File: config.mk
export PLATFORM = sky130hd
export DESIGN_NAME = fsmc_mux_sram_bridge_flat
export DESIGN_NICKNAME = d
export VERILOG_FILES = /design/src/rtl/fsmc_bridge_pkg.sv /design/src/rtl/fsmc_mux_sram_bridge_if.sv /design/src/rtl/fsmc_in_sync.sv /design/src/rtl/fsmc_mux_sram_bridge.sv /design/src/flat_wrapper.sv
export SDC_FILE = /design/constraint.sdc
export NUM_CORES = 1
export LEC_CHECK = 0
export CORE_MARGIN = 2
export CORE_UTILIZATION = 45
export CTS_CLUSTER_DIAMETER = 100
export DETAILED_ROUTE_END_ITERATION = 6
export PLACE_DENSITY = 0.76
export REMOVE_ABC_BUFFERS = 1
export SYNTH_ARGS = -nofsm -noshare
export SYNTH_HDL_FRONTEND = slang
export SYNTH_SLANG_ARGS = --single-unit
File: constraint.sdc
create_clock -name i_aclk -period 5.7 [get_ports i_aclk]
set_input_delay 0.855 -clock i_aclk [delete_from_list [all_inputs] [get_ports i_aclk]]
set_output_delay 0.855 -clock i_aclk [all_outputs]
set_load 0.1 [all_outputs]
File: src/rtl/fsmc_bridge_pkg.sv
// Shared types and helpers for the FSMC-to-SRAM bridge.
// FSMC_NWAIT_EN raises the maximum SRAM read latency to 8.
package fsmc_bridge_pkg;

  typedef enum logic [2:0] {IDLE, ACTIVE, WR, RD, RD_WAIT, DRIVE} state_e;

`ifdef FSMC_NWAIT_EN
  localparam int MAX_RD_LAT = 8;
`else
  localparam int MAX_RD_LAT = 4;
`endif

  function automatic int nb_of(input int data_w);
    return data_w / 8;
  endfunction

endpackage

File: src/rtl/fsmc_mux_sram_bridge_if.sv
// FSMC pin bundle plus SRAM port, seen from the bridge (slave) and its environment (master).
// FSMC_NWAIT_EN adds the fsmc_nwait wait-request line.
interface fsmc_mux_sram_bridge_if
  import fsmc_bridge_pkg::*;
#(
  parameter int DATA_W = 16,
  parameter int ADDR_W = 16
);
  localparam int NB = nb_of(DATA_W);

  logic              fsmc_nex;
  logic              fsmc_nadv;
  logic              fsmc_nwe;
  logic              fsmc_noe;
  logic [NB-1:0]     fsmc_nbl;
  logic [ADDR_W-1:0] fsmc_a;
  logic [DATA_W-1:0] fsmc_da_i;
  logic [DATA_W-1:0] fsmc_da_o;
  logic [DATA_W-1:0] fsmc_da_t;
`ifdef FSMC_NWAIT_EN
  logic              fsmc_nwait;
`endif
  logic              sram_clk;
  logic              sram_en;
  logic [NB-1:0]     sram_wen;
  logic [ADDR_W-1:0] sram_addr;
  logic [DATA_W-1:0] sram_din;
  logic [DATA_W-1:0] sram_dout;

  modport slave (
    input  fsmc_nex, fsmc_nadv, fsmc_nwe, fsmc_noe, fsmc_nbl, fsmc_a, fsmc_da_i, sram_dout,
    output
`ifdef FSMC_NWAIT_EN
           fsmc_nwait,
`endif
           fsmc_da_o, fsmc_da_t, sram_clk, sram_en, sram_wen, sram_addr, sram_din
  );

  modport master (
    output fsmc_nex, fsmc_nadv, fsmc_nwe, fsmc_noe, fsmc_nbl, fsmc_a, fsmc_da_i, sram_dout,
    input
`ifdef FSMC_NWAIT_EN
           fsmc_nwait,
`endif
           fsmc_da_o, fsmc_da_t, sram_clk, sram_en, sram_wen, sram_addr, sram_din
  );

endinterface

File: src/rtl/fsmc_in_sync.sv
// Vector synchroniser (STAGES flops per bit) with rise/fall detect on the synced value.
// No reset: the chain flushes while reset is held, so a strobe held across reset makes no edge.
module fsmc_in_sync #(
  parameter int W      = 1,
  parameter int STAGES = 2
) (
  input  logic         i_clk,
  input  logic [W-1:0] i_d,
  output logic [W-1:0] o_q,
  output logic [W-1:0] o_rise,
  output logic [W-1:0] o_fall
);
  logic [STAGES-1:0][W-1:0] r_sync;
  logic [W-1:0]             r_prev;

  always_ff @(posedge i_clk) begin
    r_sync <= {r_sync[STAGES-2:0], i_d};
    r_prev <= r_sync[STAGES-1];
  end

  assign o_q    = r_sync[STAGES-1];
  assign o_rise = o_q & ~r_prev;
  assign o_fall = ~o_q & r_prev;

endmodule

File: src/rtl/fsmc_mux_sram_bridge.sv
// FSMC slave to byte-lane SRAM bridge: muxed/non-muxed address, burst auto-increment, RD_LAT reads.
// FSMC_NWAIT_EN adds fsmc_nwait, held low from read start until the bus is driven.
module fsmc_mux_sram_bridge
  import fsmc_bridge_pkg::*;
#(
  parameter int DATA_W      = 16,
  parameter int ADDR_W      = 16,
  parameter int ADDR_MUX    = 1,
  parameter int SYNC_STAGES = 2,
  parameter int RD_LAT      = 1,
  parameter int SIM_DELAY   = 0
) (
  input  logic                  i_aclk,
  input  logic                  i_areset,
  fsmc_mux_sram_bridge_if.slave bus,
  output logic                  o_busy
);
  localparam int NB    = nb_of(DATA_W);
  localparam int SW    = 4 + NB + ADDR_W + DATA_W;
  localparam int CNT_W = $clog2(MAX_RD_LAT);
  localparam logic [CNT_W-1:0] LAT_LAST = CNT_W'(RD_LAT - 1);

  if (!(DATA_W == 8 || DATA_W == 16 || DATA_W == 32) || (ADDR_MUX != 0 && ADDR_W > DATA_W) ||
      SYNC_STAGES < 2 || SYNC_STAGES > 4 || RD_LAT < 1 || RD_LAT > MAX_RD_LAT || SIM_DELAY < 0)
  begin : g_bad_param
    $error("fsmc_mux_sram_bridge: illegal parameter combination");
  end

  // Strobes, lane enables, address and data share one chain so they stay cycle-aligned.
  logic [SW-1:0] w_raw, w_sync, w_rise, w_fall;
  assign w_raw = {bus.fsmc_nex, bus.fsmc_nadv, bus.fsmc_nwe, bus.fsmc_noe,
                  bus.fsmc_nbl, bus.fsmc_a, bus.fsmc_da_i};

  fsmc_in_sync #(.W(SW), .STAGES(SYNC_STAGES)) u_sync (
    .i_clk(i_aclk), .i_d(w_raw), .o_q(w_sync), .o_rise(w_rise), .o_fall(w_fall)
  );

  logic              w_nex, w_noe, w_nadv_rise, w_nwe_rise, w_noe_fall;
  logic [NB-1:0]     w_nbl;
  logic [ADDR_W-1:0] w_a;
  logic [DATA_W-1:0] w_da;
  logic              w_unused;

  assign w_nex       = w_sync[SW-1];
  assign w_noe       = w_sync[SW-4];
  assign w_nadv_rise = w_rise[SW-2];
  assign w_nwe_rise  = w_rise[SW-3];
  assign w_noe_fall  = w_fall[SW-4];
  assign w_nbl       = w_sync[DATA_W+ADDR_W +: NB];
  assign w_a         = w_sync[DATA_W +: ADDR_W];
  assign w_da        = w_sync[DATA_W-1:0];
  assign w_unused    = ^{w_sync[SW-2 -: 2], w_rise[SW-1], w_rise[SW-4:0], w_fall[SW-1 -: 3], w_fall[SW-5:0]};

  state_e            r_state;
  logic [ADDR_W-1:0] r_addr, r_sram_addr;
  logic [CNT_W-1:0]  r_cnt;
  logic              r_sram_en;
  logic [NB-1:0]     r_sram_wen;
  logic [DATA_W-1:0] r_sram_din, r_da_o, r_da_t;
`ifdef FSMC_NWAIT_EN
  logic              r_nwait;
`endif

  always_ff @(posedge i_aclk) begin
    if (i_areset) begin
      r_state     <= IDLE;
      r_addr      <= '0;
      r_cnt       <= '0;
      r_sram_en   <= 1'b0;
      r_sram_wen  <= '0;
      r_sram_addr <= '0;
      r_sram_din  <= '0;
      r_da_o      <= '0;
      r_da_t      <= '1;
`ifdef FSMC_NWAIT_EN
      r_nwait     <= 1'b1;
`endif
    end else begin
      r_sram_en  <= 1'b0;
      r_sram_wen <= '0;
      case (r_state)
        IDLE: if (!w_nex) begin
          r_state <= ACTIVE;
          if (ADDR_MUX == 0) r_addr <= w_a;
        end
        ACTIVE: begin
          if (ADDR_MUX != 0 && w_nadv_rise) r_addr <= w_da[ADDR_W-1:0];
          // A write strobe while noe is low is a protocol error: the read wins.
          if (w_nex) r_state <= IDLE;
          else if (w_noe_fall) begin
            r_state     <= RD;
            r_sram_en   <= 1'b1;
            r_sram_addr <= r_addr;
`ifdef FSMC_NWAIT_EN
            r_nwait     <= 1'b0;
`endif
          end else if (w_nwe_rise && w_noe) begin
            r_state     <= WR;
            r_sram_en   <= 1'b1;
            r_sram_wen  <= ~w_nbl;
            r_sram_din  <= w_da;
            r_sram_addr <= r_addr;
          end
        end
        WR: begin
          r_addr  <= r_addr + ADDR_W'(1);
          r_state <= ACTIVE;
        end
        RD: begin
          r_cnt   <= '0;
          r_state <= RD_WAIT;
        end
        RD_WAIT: begin
          if (w_nex) begin
            r_state <= IDLE;
`ifdef FSMC_NWAIT_EN
            r_nwait <= 1'b1;
`endif
          end else if (r_cnt == LAT_LAST) begin
            r_da_o  <= bus.sram_dout;
            r_da_t  <= '0;
            r_state <= DRIVE;
`ifdef FSMC_NWAIT_EN
            r_nwait <= 1'b1;
`endif
          end else r_cnt <= r_cnt + CNT_W'(1);
        end
        DRIVE: begin
          // Level test also releases a noe that rose while still waiting on the SRAM.
          if (w_nex) begin
            r_da_t  <= '1;
            r_state <= IDLE;
          end else if (w_noe) begin
            r_da_t  <= '1;
            r_addr  <= r_addr + ADDR_W'(1);
            r_state <= ACTIVE;
          end
        end
        default: r_state <= IDLE;
      endcase
    end
  end

  assign bus.sram_clk  = i_aclk;
  assign bus.sram_en   = r_sram_en;
  assign bus.sram_wen  = r_sram_wen;
  assign bus.sram_addr = r_sram_addr;
  assign bus.sram_din  = r_sram_din;
  assign bus.fsmc_da_o = r_da_o;
  assign bus.fsmc_da_t = r_da_t;
`ifdef FSMC_NWAIT_EN
  assign bus.fsmc_nwait = r_nwait;
`endif
  assign o_busy = (r_state != IDLE);

endmodule

File: src/flat_wrapper.sv
// flat-port wrapper written by rule: the top's interface ports become plain ports
module fsmc_mux_sram_bridge_flat import fsmc_bridge_pkg::*;
#(
  parameter int DATA_W      = 16,
  parameter int ADDR_W      = 16,
  parameter int ADDR_MUX    = 1,
  parameter int SYNC_STAGES = 2,
  parameter int RD_LAT      = 1,
  parameter int SIM_DELAY   = 0
)
  (i_aclk, i_areset, o_busy, bus_fsmc_nex, bus_fsmc_nadv, bus_fsmc_nwe, bus_fsmc_noe, bus_fsmc_nbl, bus_fsmc_a, bus_fsmc_da_i, bus_sram_dout, bus_fsmc_da_o, bus_fsmc_da_t, bus_sram_clk, bus_sram_en, bus_sram_wen, bus_sram_addr, bus_sram_din);
  fsmc_mux_sram_bridge_if #(.DATA_W(DATA_W), .ADDR_W(ADDR_W)) bus_i ();
  input  logic i_aclk;
  input  logic i_areset;
  output logic o_busy;
  input wire logic [$bits(bus_i.fsmc_nex)-1:0] bus_fsmc_nex;
  input wire logic [$bits(bus_i.fsmc_nadv)-1:0] bus_fsmc_nadv;
  input wire logic [$bits(bus_i.fsmc_nwe)-1:0] bus_fsmc_nwe;
  input wire logic [$bits(bus_i.fsmc_noe)-1:0] bus_fsmc_noe;
  input wire logic [$bits(bus_i.fsmc_nbl)-1:0] bus_fsmc_nbl;
  input wire logic [$bits(bus_i.fsmc_a)-1:0] bus_fsmc_a;
  input wire logic [$bits(bus_i.fsmc_da_i)-1:0] bus_fsmc_da_i;
  input wire logic [$bits(bus_i.sram_dout)-1:0] bus_sram_dout;
  output wire logic [$bits(bus_i.fsmc_da_o)-1:0] bus_fsmc_da_o;
  output wire logic [$bits(bus_i.fsmc_da_t)-1:0] bus_fsmc_da_t;
  output wire logic [$bits(bus_i.sram_clk)-1:0] bus_sram_clk;
  output wire logic [$bits(bus_i.sram_en)-1:0] bus_sram_en;
  output wire logic [$bits(bus_i.sram_wen)-1:0] bus_sram_wen;
  output wire logic [$bits(bus_i.sram_addr)-1:0] bus_sram_addr;
  output wire logic [$bits(bus_i.sram_din)-1:0] bus_sram_din;
  assign bus_i.fsmc_nex = bus_fsmc_nex;
  assign bus_i.fsmc_nadv = bus_fsmc_nadv;
  assign bus_i.fsmc_nwe = bus_fsmc_nwe;
  assign bus_i.fsmc_noe = bus_fsmc_noe;
  assign bus_i.fsmc_nbl = bus_fsmc_nbl;
  assign bus_i.fsmc_a = bus_fsmc_a;
  assign bus_i.fsmc_da_i = bus_fsmc_da_i;
  assign bus_i.sram_dout = bus_sram_dout;
  assign bus_fsmc_da_o = bus_i.fsmc_da_o;
  assign bus_fsmc_da_t = bus_i.fsmc_da_t;
  assign bus_sram_clk = bus_i.sram_clk;
  assign bus_sram_en = bus_i.sram_en;
  assign bus_sram_wen = bus_i.sram_wen;
  assign bus_sram_addr = bus_i.sram_addr;
  assign bus_sram_din = bus_i.sram_din;
  fsmc_mux_sram_bridge #(.DATA_W(DATA_W), .ADDR_W(ADDR_W), .ADDR_MUX(ADDR_MUX), .SYNC_STAGES(SYNC_STAGES), .RD_LAT(RD_LAT), .SIM_DELAY(SIM_DELAY)) u_core (.i_aclk(i_aclk), .i_areset(i_areset), .bus(bus_i), .o_busy(o_busy));
endmodule
==> impl_metrics.yaml <==
run_status:
  status: "completed"
sta:
  whs_ps: 325
  hold_viol_final: 0
  worst_slack_ps: 818
  fin_skew_ps: 6.54
  maxSlewHeadroom: 0.326
  maxSlewViolCount: 0
  grt_setup_unrepaired: "false"
  worst_pin_slew_ps: 1010
  setup_viol: 0
final_layout:
  layout.nets: 600
  postLayoutCoreUtil: 0.618
  areaGrowthSynthToFinish_pct: 35.7
  final_cell_mix: "dfxtp_1 (120), clkdlybuf4s50_1 (107), nand2_1 (75), a21oi_1 (45), nor2_1 (22)"
  n_fill_cell: 837
  drive_gt1_frac: 0.0847
  layout_commonest_cell: "dfxtp_1"
  antenna_cells: 0
  finish.instance_area_um2: 5960
run:
  timing.max_cap.violations: 0
hold_path:
  hold_path_depth: 0
  holdPathEnd: "u_core.u_sync.o_q[14]"
  holdCritPathClass: "flop to flop"
  worstHoldStart: "u_core.u_sync.r_sync[14]"
yosys:
  syn_inst: 457
  avgSynthCellArea_um2: 9.61
  yosysWarningCount: 0
  synthArstFlopShare: 0
  synth_seq_area_share: 0.547
  syn_area_um2: 4390
  synth_flop_cell: "dfxtp_1"
  synth_edf_count: 0
  synth-seq-cells: 120
  ys_types: 52
floorplanning:
  core_area_um2: 9640
  die_w_um: 103
  die_h_um: 103
  die_area_um2: 10600
  initial_core_util: 0.455
  io_pins: 125
  fp-row-count: 36
global_routing:
  grt_overflow: 0
  grt_pass1_wl_um: 15900
  grt_pass1_vias: 3411
  met3_usage: 0.0549
  met1_usage: 0.227
  grtUsageTotal: 0.194
  top_usage_layer: "met2"
  met2_usage: 0.333
  grt_max_degree: 50
  antenna_found_initial: 0
detailed_routing:
  finalWirelength_um: 9990
  vias_per_cell: 5.30
  wl_per_cell_um: 14.5
  routed-via-count: 3649
  drtAntennaViolNets: 0
  drcViolationCount: 0
  first_pass_iters: 5
  initialDrtViolationCount: 272
critical_path:
  timing.critical_path.from_type: "clock port"
  worstPathArrival_ps: 4030
  reg2reg_slack_ps: 3040
  regToRegEndpoint: "u_core.r_addr[4]"
  crit_top_cell: "clkbuf_8"
  setup.worst_path.class: "clock port to primary output"
  worstPathRequired_ps: 4850
  critPathCaptureType: "primary output"
  crit_path_cell_trace: "clkbuf_8 -> clkbuf_8 -> clkdlybuf4s50_1"
  cp_max_fo: 2
  cp_slowest_stage_delay_ps: 950
  r2r_cells: 4
  crit_slowest_cell: "clkdlybuf4s50_1"
  reg2reg_from: "u_core.r_state[0]"
clock_network:
  cts.clk_slew.worst_paths_ps: 50
  clock_latency_ps: 610
  tritoncts: "yes"
  post_cts_buffers: 0
  cts_hold_buf: 0
  cts_resized: 0
place:
  dp.final_hpwl_um: 6440
  placedInstanceArea_um2: 5380
  pre_cts_ws_ps: 1060
  io_buffers: 108
  place_congestion: 0.784
pwr:
  intPower_w: 0.00159
  comb_power_share: 0.138
  power.switching_w: 0.000694
  power_frac_clock: 0.463
  pwr_density_cell_nw_per_um2: 383
  cellLeakagePower_nw: 2.13
  pwr-share-seq: 0.399
  ir_drop_uv: 452
  switching_share: 0.304
[worst max-delay path: cells and delay by family]
| kind | cells | cell delay (ps) |
|---|---|---|
| buffers and inverters | 3 | 1180 |
[through the flow]
stage	power, W	setup TNS (ps)	std cells
floorplan	0.00114	-98100	411
detailed placement	0.00131	0	653
global route	0.00237	0	688
global placement	0.00130	0	653
CTS	0.00231	0	688
finish	0.00228	0	688
[registers in the layout, summed over array words and instances (netlist names), 2 cells and up]
name and flops:
u_core.u_sync.r_prev 3, u_core.r_cnt 2, u_core.bus.sram_addr 16, u_core.r_addr 16
u_core.u_sync.o_q 22, u_core.u_sync.r_sync 22, u_core.bus.sram_din 16, u_core.r_state 3
u_core.bus.sram_wen 2, u_core.bus.fsmc_da_o 16
[cell families after synthesis]
family          synth area share
compound gates             0.155
fa+ha+maj                0.00570
buf+inv                   0.0715
flops                      0.547
mux                       0.0413
simple gates               0.179
[power groups by stage]
stage | combinational [W] | sequential (W) | clock, W
after floorplan | 0.000104 | 0.00104 | 0
after global routing | 0.000332 | 0.000916 | 0.00112
after CTS | 0.000315 | 0.000911 | 0.00108
after global placement | 0.000310 | 0.000926 | 0.0000689
final | 0.000315 | 0.000911 | 0.00106
after detailed placement | 0.000313 | 0.000928 | 0.0000689
[cell usage after synthesis (all sizes together) (3+ instances only)]
| library cell | n | share of area |
|---|---|---|
| a211oi | 3 | 0.0051 |
| a21oi | 46 | 0.055 |
| a22oi | 13 | 0.022 |
| a311oi | 3 | 0.0060 |
| a32oi | 4 | 0.0080 |
| and2 | 7 | 0.010 |
| and3 | 7 | 0.010 |
| and4 | 5 | 0.010 |
| buf | 29 | 0.046 |
| clkbuf | 17 | 0.015 |
| dfxtp | 120 | 0.55 |
| inv | 13 | 0.011 |
| mux2i | 17 | 0.039 |
| nand2 | 75 | 0.064 |
| nand2b | 10 | 0.014 |
| nand3 | 6 | 0.0068 |
| nand3b | 3 | 0.0051 |
| nand4 | 5 | 0.0071 |
| nor2 | 23 | 0.020 |
| nor2b | 3 | 0.0043 |
| nor3 | 4 | 0.0068 |
| o22a | 4 | 0.0080 |
| o32ai | 14 | 0.030 |
[worst max-delay path by stage]
stage | from | endpoint | slack, ps | cells past startpoint
after global placement | i_aclk | bus_sram_clk | 1060 | 1
after global routing | i_aclk | bus_sram_clk | 810 | 3
after CTS | i_aclk | bus_sram_clk | 810 | 3
after detailed placement | i_aclk | bus_sram_clk | 1060 | 1
final | i_aclk | bus_sram_clk | 820 | 3
after floorplan | u_core.bus.fsmc_da_t[14] | u_core.bus.fsmc_da_t[14] | -6280 | 2
[cell type report]
cell class / instances / area, µm² / area share
Clock buffer: 23 / 493 / 0.0828
Clock inverter: 13 / 97.6 / 0.0164
Inverter: 13 / 48.8 / 0.00819
Multi-Input combinational cell: 278 / 1670 / 0.281
Sequential cell: 120 / 2400 / 0.403
Tap cell: 133 / 166 / 0.0279
Timing Repair Buffer: 108 / 1070 / 0.180
[metal layers]
layer,wire length [µm],vias up,share of wire
li1,-,1759,-
met1,4250,1698,0.43
met2,4890,176,0.49
met3,750,16,0.075
met4,98,0,0.0098
met5,0,-,0
Note: power is estimated with default switching activity, not from simulation.
